==> config.mk <==
export PLATFORM = sky130hd
export DESIGN_NAME = pipe_reg_skid
export DESIGN_NICKNAME = d
export VERILOG_FILES = /design/src/rtl/pipe_pkg.sv /design/src/rtl/dffe_w.sv /design/src/rtl/pipe_reg_skid.sv
export SDC_FILE = /design/constraint.sdc
export NUM_CORES = 1
export LEC_CHECK = 0
export ABC_AREA = 1
export CAP_MARGIN = 20
export CORE_ASPECT_RATIO = 0.6
export CORE_MARGIN = 2
export CORE_UTILIZATION = 55
export CTS_CLUSTER_DIAMETER = 50
export CTS_CLUSTER_SIZE = 8
export DETAILED_ROUTE_END_ITERATION = 12
export PLACE_DENSITY = 0.85
export SKIP_LAST_GASP = 1
export SYNTH_ARGS = -nofsm -noshare
export SYNTH_HDL_FRONTEND = slang
export SYNTH_SLANG_ARGS = --single-unit
==> constraint.sdc <==
create_clock -name clk -period 5.3 [get_ports clk]
set_input_delay 1.59 -clock clk [delete_from_list [all_inputs] [get_ports clk]]
set_output_delay 1.59 -clock clk [all_outputs]
set_load 0.02 [all_outputs]
==> src/rtl/pipe_pkg.sv <==
`default_nettype none
// +----------------------------------------------------------------------+
// | pipe_pkg : shared types and constants for pipeline-stage registers   |
// | Rev 1.0                                                              |
// +----------------------------------------------------------------------+
package pipe_pkg;

  localparam int PIPE_W = 32;

  typedef enum logic [1:0] {
    EMPTY = 2'd0,
    ONE   = 2'd1,
    TWO   = 2'd2
  } pipe_state_t;

endpackage : pipe_pkg
`default_nettype wire

==> src/rtl/dffe_w.sv <==
`default_nettype none
// +----------------------------------------------------------------------+
// | dffe_w : WIDTH-bit enabled register, async reset, sync clear         |
// | Rev 1.0                                                              |
// +----------------------------------------------------------------------+
module dffe_w import pipe_pkg::*; #(
  parameter int               WIDTH   = PIPE_W,
  parameter logic [WIDTH-1:0] RST_VAL = '0
) (
  input  logic             clk,
  input  logic             clrn,
  input  logic             en,
  input  logic             clr,
  input  logic [WIDTH-1:0] d,
  output logic [WIDTH-1:0] q
);

  logic [WIDTH-1:0] r_q;

  // Clear beats enable so a flush always wins over a coincident load.
  always_ff @(posedge clk or negedge clrn) begin
    if (!clrn)    r_q <= RST_VAL;
    else if (clr) r_q <= RST_VAL;
    else if (en)  r_q <= d;
  end

  assign q = r_q;

endmodule : dffe_w
`default_nettype wire

==> src/rtl/pipe_reg_skid.sv <==
`default_nettype none
// +----------------------------------------------------------------------+
// | pipe_reg_skid : valid/ready pipeline register, optional 2-entry skid |
// | Rev 1.0                                                              |
// +----------------------------------------------------------------------+
module pipe_reg_skid import pipe_pkg::*; #(
  parameter int               WIDTH   = PIPE_W,
  parameter logic [WIDTH-1:0] RST_VAL = '0,
  parameter int               SKID    = 1
) (
  input  logic             clk,
  input  logic             clrn,
  input  logic             flush,
  input  logic             in_valid,
  output logic             in_ready,
  input  logic [WIDTH-1:0] in_data,
  output logic             out_valid,
  input  logic             out_ready,
  output logic [WIDTH-1:0] out_data,
  output logic [1:0]       occ
);

  pipe_state_t      r_state;
  pipe_state_t      w_state_nxt;
  logic             w_accept;
  logic             w_fire;
  logic             w_load_main;
  logic             w_main_from_skid;
  logic             w_load_skid;
  logic [WIDTH-1:0] w_main_d;
  logic [WIDTH-1:0] w_main_q;
  logic [WIDTH-1:0] w_skid_q;

  assign w_accept = in_valid & in_ready;
  assign w_fire   = out_valid & out_ready;

  always_ff @(posedge clk or negedge clrn) begin
    if (!clrn) r_state <= EMPTY;
    else       r_state <= w_state_nxt;
  end

  always_comb begin
    w_state_nxt      = r_state;
    w_load_main      = 1'b0;
    w_main_from_skid = 1'b0;
    w_load_skid      = 1'b0;
    if (flush) begin
      w_state_nxt = EMPTY;
    end else begin
      case (r_state)
        EMPTY: begin
          if (w_accept) begin
            w_load_main = 1'b1;
            w_state_nxt = ONE;
          end
        end
        ONE: begin
          if (w_accept && w_fire) begin
            w_load_main = 1'b1;
          end else if (w_accept) begin
            // Only reachable with a skid entry; without one in_ready implies fire.
            if (SKID != 0) begin
              w_load_skid = 1'b1;
              w_state_nxt = TWO;
            end
          end else if (w_fire) begin
            w_state_nxt = EMPTY;
          end
        end
        TWO: begin
          if (w_fire) begin
            w_load_main      = 1'b1;
            w_main_from_skid = 1'b1;
            w_state_nxt      = ONE;
          end
        end
        default: w_state_nxt = EMPTY;
      endcase
    end
  end

  assign w_main_d = w_main_from_skid ? w_skid_q : in_data;

  dffe_w #(
    .WIDTH   (WIDTH),
    .RST_VAL (RST_VAL)
  ) u_main (
    .clk  (clk),
    .clrn (clrn),
    .en   (w_load_main),
    .clr  (flush),
    .d    (w_main_d),
    .q    (w_main_q)
  );

  generate
    if (SKID != 0) begin : g_skid
      dffe_w #(
        .WIDTH   (WIDTH),
        .RST_VAL (RST_VAL)
      ) u_skid (
        .clk  (clk),
        .clrn (clrn),
        .en   (w_load_skid),
        .clr  (flush),
        .d    (in_data),
        .q    (w_skid_q)
      );
      assign in_ready = (r_state == EMPTY) || (r_state == ONE);
    end else begin : g_no_skid
      logic w_unused_skid;
      assign w_unused_skid = w_load_skid;
      assign w_skid_q      = RST_VAL;
      assign in_ready      = !out_valid || out_ready;
    end
  endgenerate

  assign out_valid = (r_state == ONE) || (r_state == TWO);
  assign out_data  = w_main_q;

  always_comb begin
    occ = 2'd0;
    case (r_state)
      ONE:     occ = 2'd1;
      TWO:     occ = 2'd2;
      default: occ = 2'd0;
    endcase
  end

endmodule : pipe_reg_skid
`default_nettype wire

==> results.yml, run 1 <==
global_route:
  grt_pass1_vias: 2974
  grt_pass1_wl_um: 14920
  grt_usage_pct: 27.81
  grt_max_degree: 78
  grt_antenna_before_repair: 0
  grt-ovfl-total: 0
power:
  p_seq_share_pct: 36.7
  p_sw_w: 0.0007346
  combPwrFrac_pct: 42.0
  p_per_area_mw_per_mm2: 424.6
  ir_worst_vdd_v: 0.0002068
  leakagePower_nw: 2.125
  internal_power_w: 0.001106
  pwr-share-clk_pct: 21.2
  sw_frac_of_total_pct: 39.92
clock_tree:
  cts.sinks: 66
  path_clk_slew_ns: 0.06
  cts_max_path_buffers: 2
  htreeDepth: 3
  cts_buffers: 9
  cts_root_buf: "clkbuf_8"
  tritoncts: "done"
  cts_resized: 0
  clkLatencyLatePin_ns: 0.34
  cts_hold_buf: 0
  post_cts_buffers: 0
worst_hold_path:
  hold_class: "flip-flop to flip-flop"
drt:
  drtIter0Drc: 308
  wl_um: 9129
  antenna_left: 0
  drtPass1Iterations: 5
  via_per_inst: 5.734
  wire_per_inst_um: 15.74
  drc_errors: 0
  num_vias: 3326
floorplanning:
  start_util_pct: 56.47
  core_area_sq_mm: 0.006056
  io_pins: 73
  die_w_um: 105.8
  rows: 22
  die-area_sq_mm: 0.006885
  die_h_um: 65.08
finish:
  nets: 534
  fin_util_pct: 71.57
  final_layout_size_suffix_gt1_share_pct: 5.444
  layout.cells.non_filler: 580
  syn_to_final_growth_pct: 26.75
  diodes: 0
logic_synthesis:
  synth_top_area_share_pct: 48.30
  yosysWarnings: 0
  synthCells: 440
  ys.flop_type: "dfrtp_1"
  synthArstFlopShare_pct: 100.0
  ys_types: 15
  yosys-top-cells-area: "dfrtp_1 (48%), nand2_1 (15%), nand4_1 (11%)"
  synth_area_leader_cell: "dfrtp_1"
  synth_edf_count: 0
  syn_area_sq_mm: 0.003420
  ys_ff_latch: 66
  synth_fp_nets: 483
  seq_area_frac_synth_pct: 48.30
  yosysMostFrequentCell: "nand2_1"
  syn_area_per_cell_sq_um: 7.772
  synth.top_cells.by_count: "nand2_1 (136), dfrtp_1 (66), nand3_1 (66)"
run_status:
  status: "completed"
timing:
  finClkSkew_ns: 0.009145
  fin_setup_tns_ns: 0
  relSlewSlack_pct: 32.11
  layout_min_cycle_time_ns: 3.737
  setup_violations: 0
  worst_pin_slew_ns: 1.017
  fmax_ghz: 0.2676
  slew_viol_final: 0
  rsz0062_at_grt: "no"
  fin_crit_sh_pct: 70.52
  finalHoldViolations: 0
setup_path:
  reg2reg_from: "r_state[0]"
  r2r_slack_ns: 2.44
  crit_path_start_kind: "input pin"
  setup.worst_path.end_class: "flip-flop"
  r2r_cells: 12
  r2r_end: "u_main.q[20]"
  crit_start: "out_ready"
  arrival_ns: 3.96
  crit_type: "input pin to flip-flop"
  crit_end: "u_main.q[20]"
  cp_max_fo: 33
  crit_top_cell: "nand2_1"
  crit_required_ns: 5.52
  cp_slowest_cell: "clkdlybuf4s50_1"
  crit_chain: "clkdlybuf4s50_1 -> nand2_1 -> nand2_1 -> inv_1 -> nand2_2 -> buf_4 -> nand2_1 -> buf_16 -> nand3_1 -> nand2_1"
  slowest_delay_ns: 0.71
placed_design:
  routabilityCongestion: 0.8761
  io_buffer_count: 72
  place_inst: 563
  dp_hpwl_um: 5868
job:
  cap_violations: 0
==> cells by family after synthesis <==
family                   Yosys count  share of synthesized area, %
AO/OA/AOI/OAI                     37                         5.415
adder cells (fa/ha/maj)            6                         2.195
buffers and inverters             56                         6.879
flip-flops                        66                         48.30
AND/OR/NAND/NOR                  275                         37.21
==> through the flow <==
step / setup WS, ns / total power [W] / hold WS (ns) / instance area (sq um)
after floorplan: 2.733 / 0.001126 / 0.4806 / 3420
after global placement: 1.129 / 0.001398 / 0.4877 / 4124
after detailed placement: 1.030 / 0.001421 / 0.4888 / 4124
after CTS: 1.318 / 0.001809 / 0.5077 / 4307
after global routing: 1.404 / 0.001940 / 0.5412 / 4334
final: 1.563 / 0.001840 / 0.5012 / 4334
==> layer usage <==
| layer | up-vias | routed length (um) | global-route usage (%) |
|---|---|---|---|
| li1 | 1608 | - | - |
| met1 | 1544 | 4421 | 42.18 |
| met2 | 161 | 3830 | 40.08 |
| met3 | 13 | 782 | 6.338 |
| met4 | 0 | 95 | 7.401 |
| met5 | - | 0 | 0 |
==> critical path: cells and delay by family <==
kind	cells	cell delay, ns
simple gates	6	0.94
buf+inv	4	1.41
==> sequential cells by signal, indices dropped and copies added, names as in the netlist <==
register         cells
r_state              2
u_main.q            32
g_skid.u_skid.q     32
==> how the worst min path moves through the flow <==
| stage | from | endpoint | slack [ns] | cells after the start |
|---|---|---|---|---|
| 3_3_place_gp | u_main.q[4] | u_main.q[4] | 0.49 | 2 |
| 5_1_grt | u_main.q[24] | u_main.q[24] | 0.54 | 2 |
| 4_1_cts | u_main.q[28] | u_main.q[28] | 0.51 | 2 |
| 6_report | u_main.q[3] | u_main.q[3] | 0.50 | 2 |
| 3_5_place_dp | u_main.q[28] | u_main.q[28] | 0.49 | 2 |
| 2_1_floorplan | g_skid.u_skid.q[31] | g_skid.u_skid.q[31] | 0.48 | 2 |
==> placed cells by master (no fill, tap or decap), types with 6 or more instances in the layout <==
cell type / instances
buf_4: 8
clkbuf_8: 12
clkdlybuf4s50_1: 71
dfrtp_1: 66
ha_1: 6
inv_1: 14
nand2_1: 136
nand3_1: 66
nand4_1: 61
nor2_1: 10
o21ai_0: 25
o21ai_1: 10
==> power by group through the flow <==
stage          clock network (W)  registers, W  logic (W)
2_1_floorplan                  0      0.000742   0.000384
6_report                0.000390      0.000676   0.000774
5_1_grt                 0.000413      0.000688   0.000840
4_1_cts                 0.000393      0.000673   0.000744
3_5_place_dp                   0      0.000681   0.000740
3_3_place_gp                   0      0.000679   0.000719
==> area by class of cell <==
type / instances / area (sq um)
timing repair buffer: 81 / 803.3
inverter: 15 / 58.81
tap: 84 / 105.1
fill: 488 / 1722
sequential: 66 / 1652
multi-input combinational: 318 / 1533
clock buffer: 14 / 172.7
clock inverter: 2 / 10.01
Power figures use the tool's default switching activity.
==> inputs of run 2 (changes only) <==
--- a/config.mk
+++ b/config.mk
@@ -9,11 +9,11 @@
 export CAP_MARGIN = 20
 export CORE_ASPECT_RATIO = 0.6
 export CORE_MARGIN = 2
-export CORE_UTILIZATION = 55
+export CORE_UTILIZATION = 51
 export CTS_CLUSTER_DIAMETER = 50
 export CTS_CLUSTER_SIZE = 8
 export DETAILED_ROUTE_END_ITERATION = 12
-export PLACE_DENSITY = 0.85
+export PLACE_DENSITY = 0.8
 export SKIP_LAST_GASP = 1
 export SYNTH_ARGS = -nofsm -noshare
 export SYNTH_HDL_FRONTEND = slang
==> constraint.sdc (replaced) <==
create_clock -name clk -period 3.9 [get_ports clk]
set_input_delay 1.17 -clock clk [delete_from_list [all_inputs] [get_ports clk]]
set_output_delay 1.17 -clock clk [all_outputs]
set_load 0.02 [all_outputs]
==> results.yml, run 2 (same netlist as run 1, synthesis figures left out) <==
finish:
  diodes: 0
  layout_common_cells: "nand2_1 (136), clkdlybuf4s50_1 (71), nand3_1 (66), dfrtp_1 (66), nand4_1 (61)"
  multi_input_area_sq_mm: 0.001533
  syn_to_final_growth_pct: 27.88
  nets: 535
  final_layout_size_suffix_gt1_share_pct: 6.036
  layout.cells.non_filler: 584
  n_fill_cell: 565
  regArea_sq_mm: 0.001652
  final_common_cell: "nand2_1"
setup_path:
  crit_chain: "inv_1 -> ha_1 -> nor2_1 -> inv_1 -> clkdlybuf4s50_1"
  arrival_ns: 1.92
  setup.worst_path.end_class: "output port"
  crit_path_start_kind: "flip-flop"
  cp_max_fo: 6
  crit_top_cell: "inv_1"
  crit_type: "flip-flop to output port"
  r2r_end: "u_main.q[27]"
  reg2reg_from: "r_state[0]"
  slowest_delay_ns: 0.54
  cp_slowest_cell: "clkdlybuf4s50_1"
  crit_required_ns: 2.73
  r2r_slack_ns: 1.51
  r2r_cells: 11
timing:
  setup_violations: 0
  slew_viol_final: 0
  layout_setup_ws_ns: 0.8127
  fmax_ghz: 0.3239
  fin_setup_tns_ns: 0
  fin_crit_sh_pct: 79.16
  rsz0062_at_grt: "no"
  worst_pin_slew_ns: 1.108
  finClkSkew_ns: 0.004932
  layout_min_cycle_time_ns: 3.087
  relSlewSlack_pct: 26.08
  finalHoldViolations: 0
floorplanning:
  die_w_um: 109.7
  rows: 23
  die-area_sq_mm: 0.007397
  core_area_sq_mm: 0.006590
  io_pins: 73
  die_h_um: 67.43
  start_util_pct: 51.89
drt:
  wire_per_inst_um: 15.93
  drtPass1Iterations: 5
  via_per_inst: 5.743
  wl_um: 9306
  drc_errors: 0
  antenna_left: 0
  num_vias: 3354
  drtIter0Drc: 284
worst_hold_path:
  holdPathStages: 2
  hold_class: "flip-flop to flip-flop"
  hold_end: "u_main.q[24]"
  min-delay-start: "u_main.q[24]"
clock_tree:
  clkLatencyLatePin_ns: 0.34
  cts_root_buf: "clkbuf_8"
  htreeDepth: 3
  cts_max_path_buffers: 2
  cts_resized: 0
  cts.sinks: 66
  cts_hold_buf: 0
  post_cts_buffers: 0
  tritoncts: "done"
  cts_buffers: 9
  path_clk_slew_ns: 0.07
global_route:
  grt_pass1_vias: 2968
  grt_pass1_wl_um: 14790
  grt_max_degree: 158
  grt_usage_pct: 26.74
  grt-ovfl-total: 0
  grt_antenna_before_repair: 0
run_status:
  status: "completed"
power:
  leakagePower_nw: 2.145
  p_per_area_mw_per_mm2: 590.1
  ir_worst_vdd_v: 0.0004248
job:
  cap_violations: 0
placed_design:
  io_buffer_count: 72
  pre_cts_ws_ns: 0.9216
  dp_hpwl_um: 5967
  routabilityCongestion: 0.8458
  place_inst: 568
==> run 2: area by class of cell <==
type | instances | area share, %
sequential | 66 | 37.77
tap | 87 | 2.489
timing repair buffer | 82 | 18.37
clock buffer | 10 | 3.147
inverter | 15 | 1.345
clock inverter | 6 | 1.831
multi-input combinational | 318 | 35.05
==> run 2: worst max path at each step <==
| stage | startpoint | end | depth (start not counted) |
|---|---|---|---|
| 6_report | r_state[0] | in_ready | 5 |
| 5_1_grt | r_state[0] | in_ready | 5 |
| 4_1_cts | r_state[0] | in_ready | 5 |
| 3_5_place_dp | in_valid | g_skid.u_skid.q[28] | 7 |
| 3_3_place_gp | out_ready | g_skid.u_skid.q[31] | 8 |
| 2_1_floorplan | r_state[0] | in_ready | 4 |
==> run 2: metal layers <==
layer  vias up  routed length, um  GRT usage (%)
met1      1560               4308          37.84
met2       173               3963          38.27
met3        10                941          10.04
met5         -                  0              0
met4         0                 93          7.911
li1       1611                  -              -
==> run 2: worst max-delay path, delay by kind of cell, from the launching register on <==
| kind | cells | cell delay [ns] |
|---|---|---|
| buffers and inverters | 3 | 0.72 |
| adder cells (fa/ha/maj) | 1 | 0.25 |
| AND/OR/NAND/NOR | 1 | 0.17 |
| flip-flops | 1 | 0.44 |
==> run 2: report_power, final <==
group	internal (W)	switching (W)
Sequential	0.000822	0.0000943
Clock	0.000373	0.000258
Combinational	0.000383	0.000652
Total	0.00158	0.00100
==> run 2: per-stage QoR <==
step	cell area (sq um)	power [W]	utilization (%)	hold WS, ns
floorplan	3420	0.001531	-	0.4806
global placement	4155	0.001920	63.05	0.4854
detailed placement	4155	0.001953	63.05	0.4878
CTS	4373	0.002587	66.36	0.5065
global route	4373	0.002735	66.36	0.5245
finish	4373	0.002581	66.36	0.5027
==> inputs of run 3 (changes only) <==
--- a/config.mk
+++ b/config.mk
@@ -9,11 +9,11 @@
 export CAP_MARGIN = 20
 export CORE_ASPECT_RATIO = 0.6
 export CORE_MARGIN = 2
-export CORE_UTILIZATION = 51
+export CORE_UTILIZATION = 46
 export CTS_CLUSTER_DIAMETER = 50
 export CTS_CLUSTER_SIZE = 8
 export DETAILED_ROUTE_END_ITERATION = 12
-export PLACE_DENSITY = 0.8
+export PLACE_DENSITY = 0.76
 export SKIP_LAST_GASP = 1
 export SYNTH_ARGS = -nofsm -noshare
 export SYNTH_HDL_FRONTEND = slang
==> constraint.sdc (replaced) <==
create_clock -name clk -period 2.5 [get_ports clk]
set_input_delay 0.75 -clock clk [delete_from_list [all_inputs] [get_ports clk]]
set_output_delay 0.75 -clock clk [all_outputs]
set_load 0.02 [all_outputs]
==> results.yml, run 3 (same netlist as run 1, synthesis figures left out) <==
floorplanning:
  rows: 24
  start_util_pct: 47.25
  die_w_um: 115.3
  io_pins: 73
  die_h_um: 70.79
  core_area_sq_mm: 0.007237
  die-area_sq_mm: 0.008162
drt:
  via_per_inst: 5.534
  drtIter0Drc: 432
  wire_per_inst_um: 15.94
  antenna_left: 0
  num_vias: 3348
  wl_um: 9644
  drc_errors: 0
  drtPass1Iterations: 5
setup_path:
  crit_type: "flip-flop to output port"
  crit_start: "r_state[1]"
  cp_max_fo: 4
  crit_path_start_kind: "flip-flop"
  reg2reg_from: "r_state[0]"
  crit_required_ns: 1.75
  r2r_cells: 9
  arrival_ns: 1.67
  setup.worst_path.end_class: "output port"
global_route:
  grt_pass1_vias: 2997
  grt-ovfl-total: 0
  grt_max_degree: 120
  grt_antenna_before_repair: 0
  grt_usage_pct: 24.70
  grt_pass1_wl_um: 15550
timing:
  finalHoldViolations: 0
  rsz0062_at_grt: "yes"
  setup_violations: 0
  fin_crit_sh_pct: 96.64
  finClkSkew_ns: 0.005092
  layout_setup_ws_ns: 0.08400
  worst_pin_slew_ns: 0.4788
  layout_min_cycle_time_ns: 2.416
  relSlewSlack_pct: 68.08
  fmax_ghz: 0.4139
  slew_viol_final: 0
clock_tree:
  tritoncts: "done"
  htreeDepth: 3
  cts.sinks: 66
  path_clk_slew_ns: 0.05
  cts_max_path_buffers: 2
  clkLatencyLatePin_ns: 0.33
  cts_root_buf: "clkbuf_16"
  cts_buffers: 9
job:
  cap_violations: 0
placed_design:
  dp_hpwl_um: 6241
  place_inst: 589
  pre_cts_ws_ns: 0.1273
  routabilityCongestion: 0.8303
  placed_area_sq_mm: 0.004244
  io_buffer_count: 72
power:
  leakagePower_nw: 2.234
  p_per_area_mw_per_mm2: 975.2
  ir_worst_vdd_v: 0.0003969
finish:
  syn_to_final_growth_pct: 33.52
  final_common_cell: "nand2_1"
  layout.cells.non_filler: 605
  layout_common_cells: "nand2_1 (136), clkdlybuf4s50_1 (68), nand3_1 (66)"
  nets: 539
  final_area_sq_mm: 0.004566
  final_layout_size_suffix_gt1_share_pct: 6.786
  diodes: 0
run_status:
  status: "completed"
worst_hold_path:
  hold_class: "input pin to async pin"
run 3: cell count changes in the layout (fill, tap and decap cells not counted):
| cell | previous run | this run |
|---|---|---|
| dlymetal6s2s_1 | 0 | 1 |
| clkbuf_8 | 10 | 1 |
| buf_12 | 1 | 4 |
| dfrtp_2 | 0 | 1 |
| dfrtp_1 | 66 | 65 |
| dlygate4sd2_1 | 0 | 2 |
| clkdlybuf4s50_1 | 71 | 68 |
| clkbuf_1 | 0 | 1 |
| buf_4 | 9 | 10 |
| clkinvlp_4 | 0 | 1 |
| clkinv_2 | 4 | 2 |
| clkbuf_16 | 0 | 9 |
run 3: area by class of cell:
class / instances / area [sq um]
repair buffers: 86 / 870.8
inverters: 15 / 58.81
flip-flops and latches: 66 / 1653
clock buffers: 11 / 242.7
clock inverters: 5 / 77.57
fillers: 625 / 2671
well taps: 104 / 130.1
multi-input cells: 318 / 1533
run 3: final timing paths:
path | to | slack, ns
min in group clk | u_main.q[3] | 0.51
hold reg to reg | u_main.q[3] | 0.51
hold / removal | r_state[1] | 0.43
max in group asynchronous | r_state[0] | 1.79
setup reg to reg | u_main.q[9] | 0.64
setup / recovery | in_ready | 0.08
run 3: metal layers:
metal | routed length (um) | GRT usage (%) | part of all wire (%) | vias up
met1 | 4710 | 39.11 | 49 | 1585
met5 | 0 | 0 | 0 | -
met4 | 63 | 5.221 | 0.65 | 0
met3 | 791 | 8.398 | 8.2 | 10
li1 | - | - | - | 1619
met2 | 4079 | 32.42 | 42 | 134
run 3: critical path: stages (launching register included):
cell	delay (ns)
dfrtp_1	0.41
inv_1	0.12
ha_1	0.22
nor2_1	0.20
inv_1	0.07
dlygate4sd2_1	0.32
run 3: power by group:
part	total, W	internal, W	switching, W	leakage [nW]
Sequential	0.00144	0.00129	0.000150	0.897
Clock	0.00135	0.000896	0.000454	0.156
Combinational	0.00167	0.000633	0.00103	1.18
Total	0.00445	0.00282	0.00164	2.23
run 3: stage by stage:
step / hold WS (ns) / power (W) / TNS (ns) / util [%]
CTS: 0.4476 / 0.004462 / 0 / 63.04
floorplan: 0.4544 / 0.002388 / 0 / -
detailed placement: 0.4974 / 0.003120 / 0 / 58.64
global placement: 0.4883 / 0.003075 / 0 / 58.64
global route: 0.4541 / 0.004691 / -0.02306 / 63.09
finish: 0.4262 / 0.004452 / 0 / 63.09
run 3: repair_timing:
action                                  CTS  global route
resized for setup                         2             2
endpoints found under the setup margin    2             2
hold buffers                              0             0
buffers inserted                          0             0
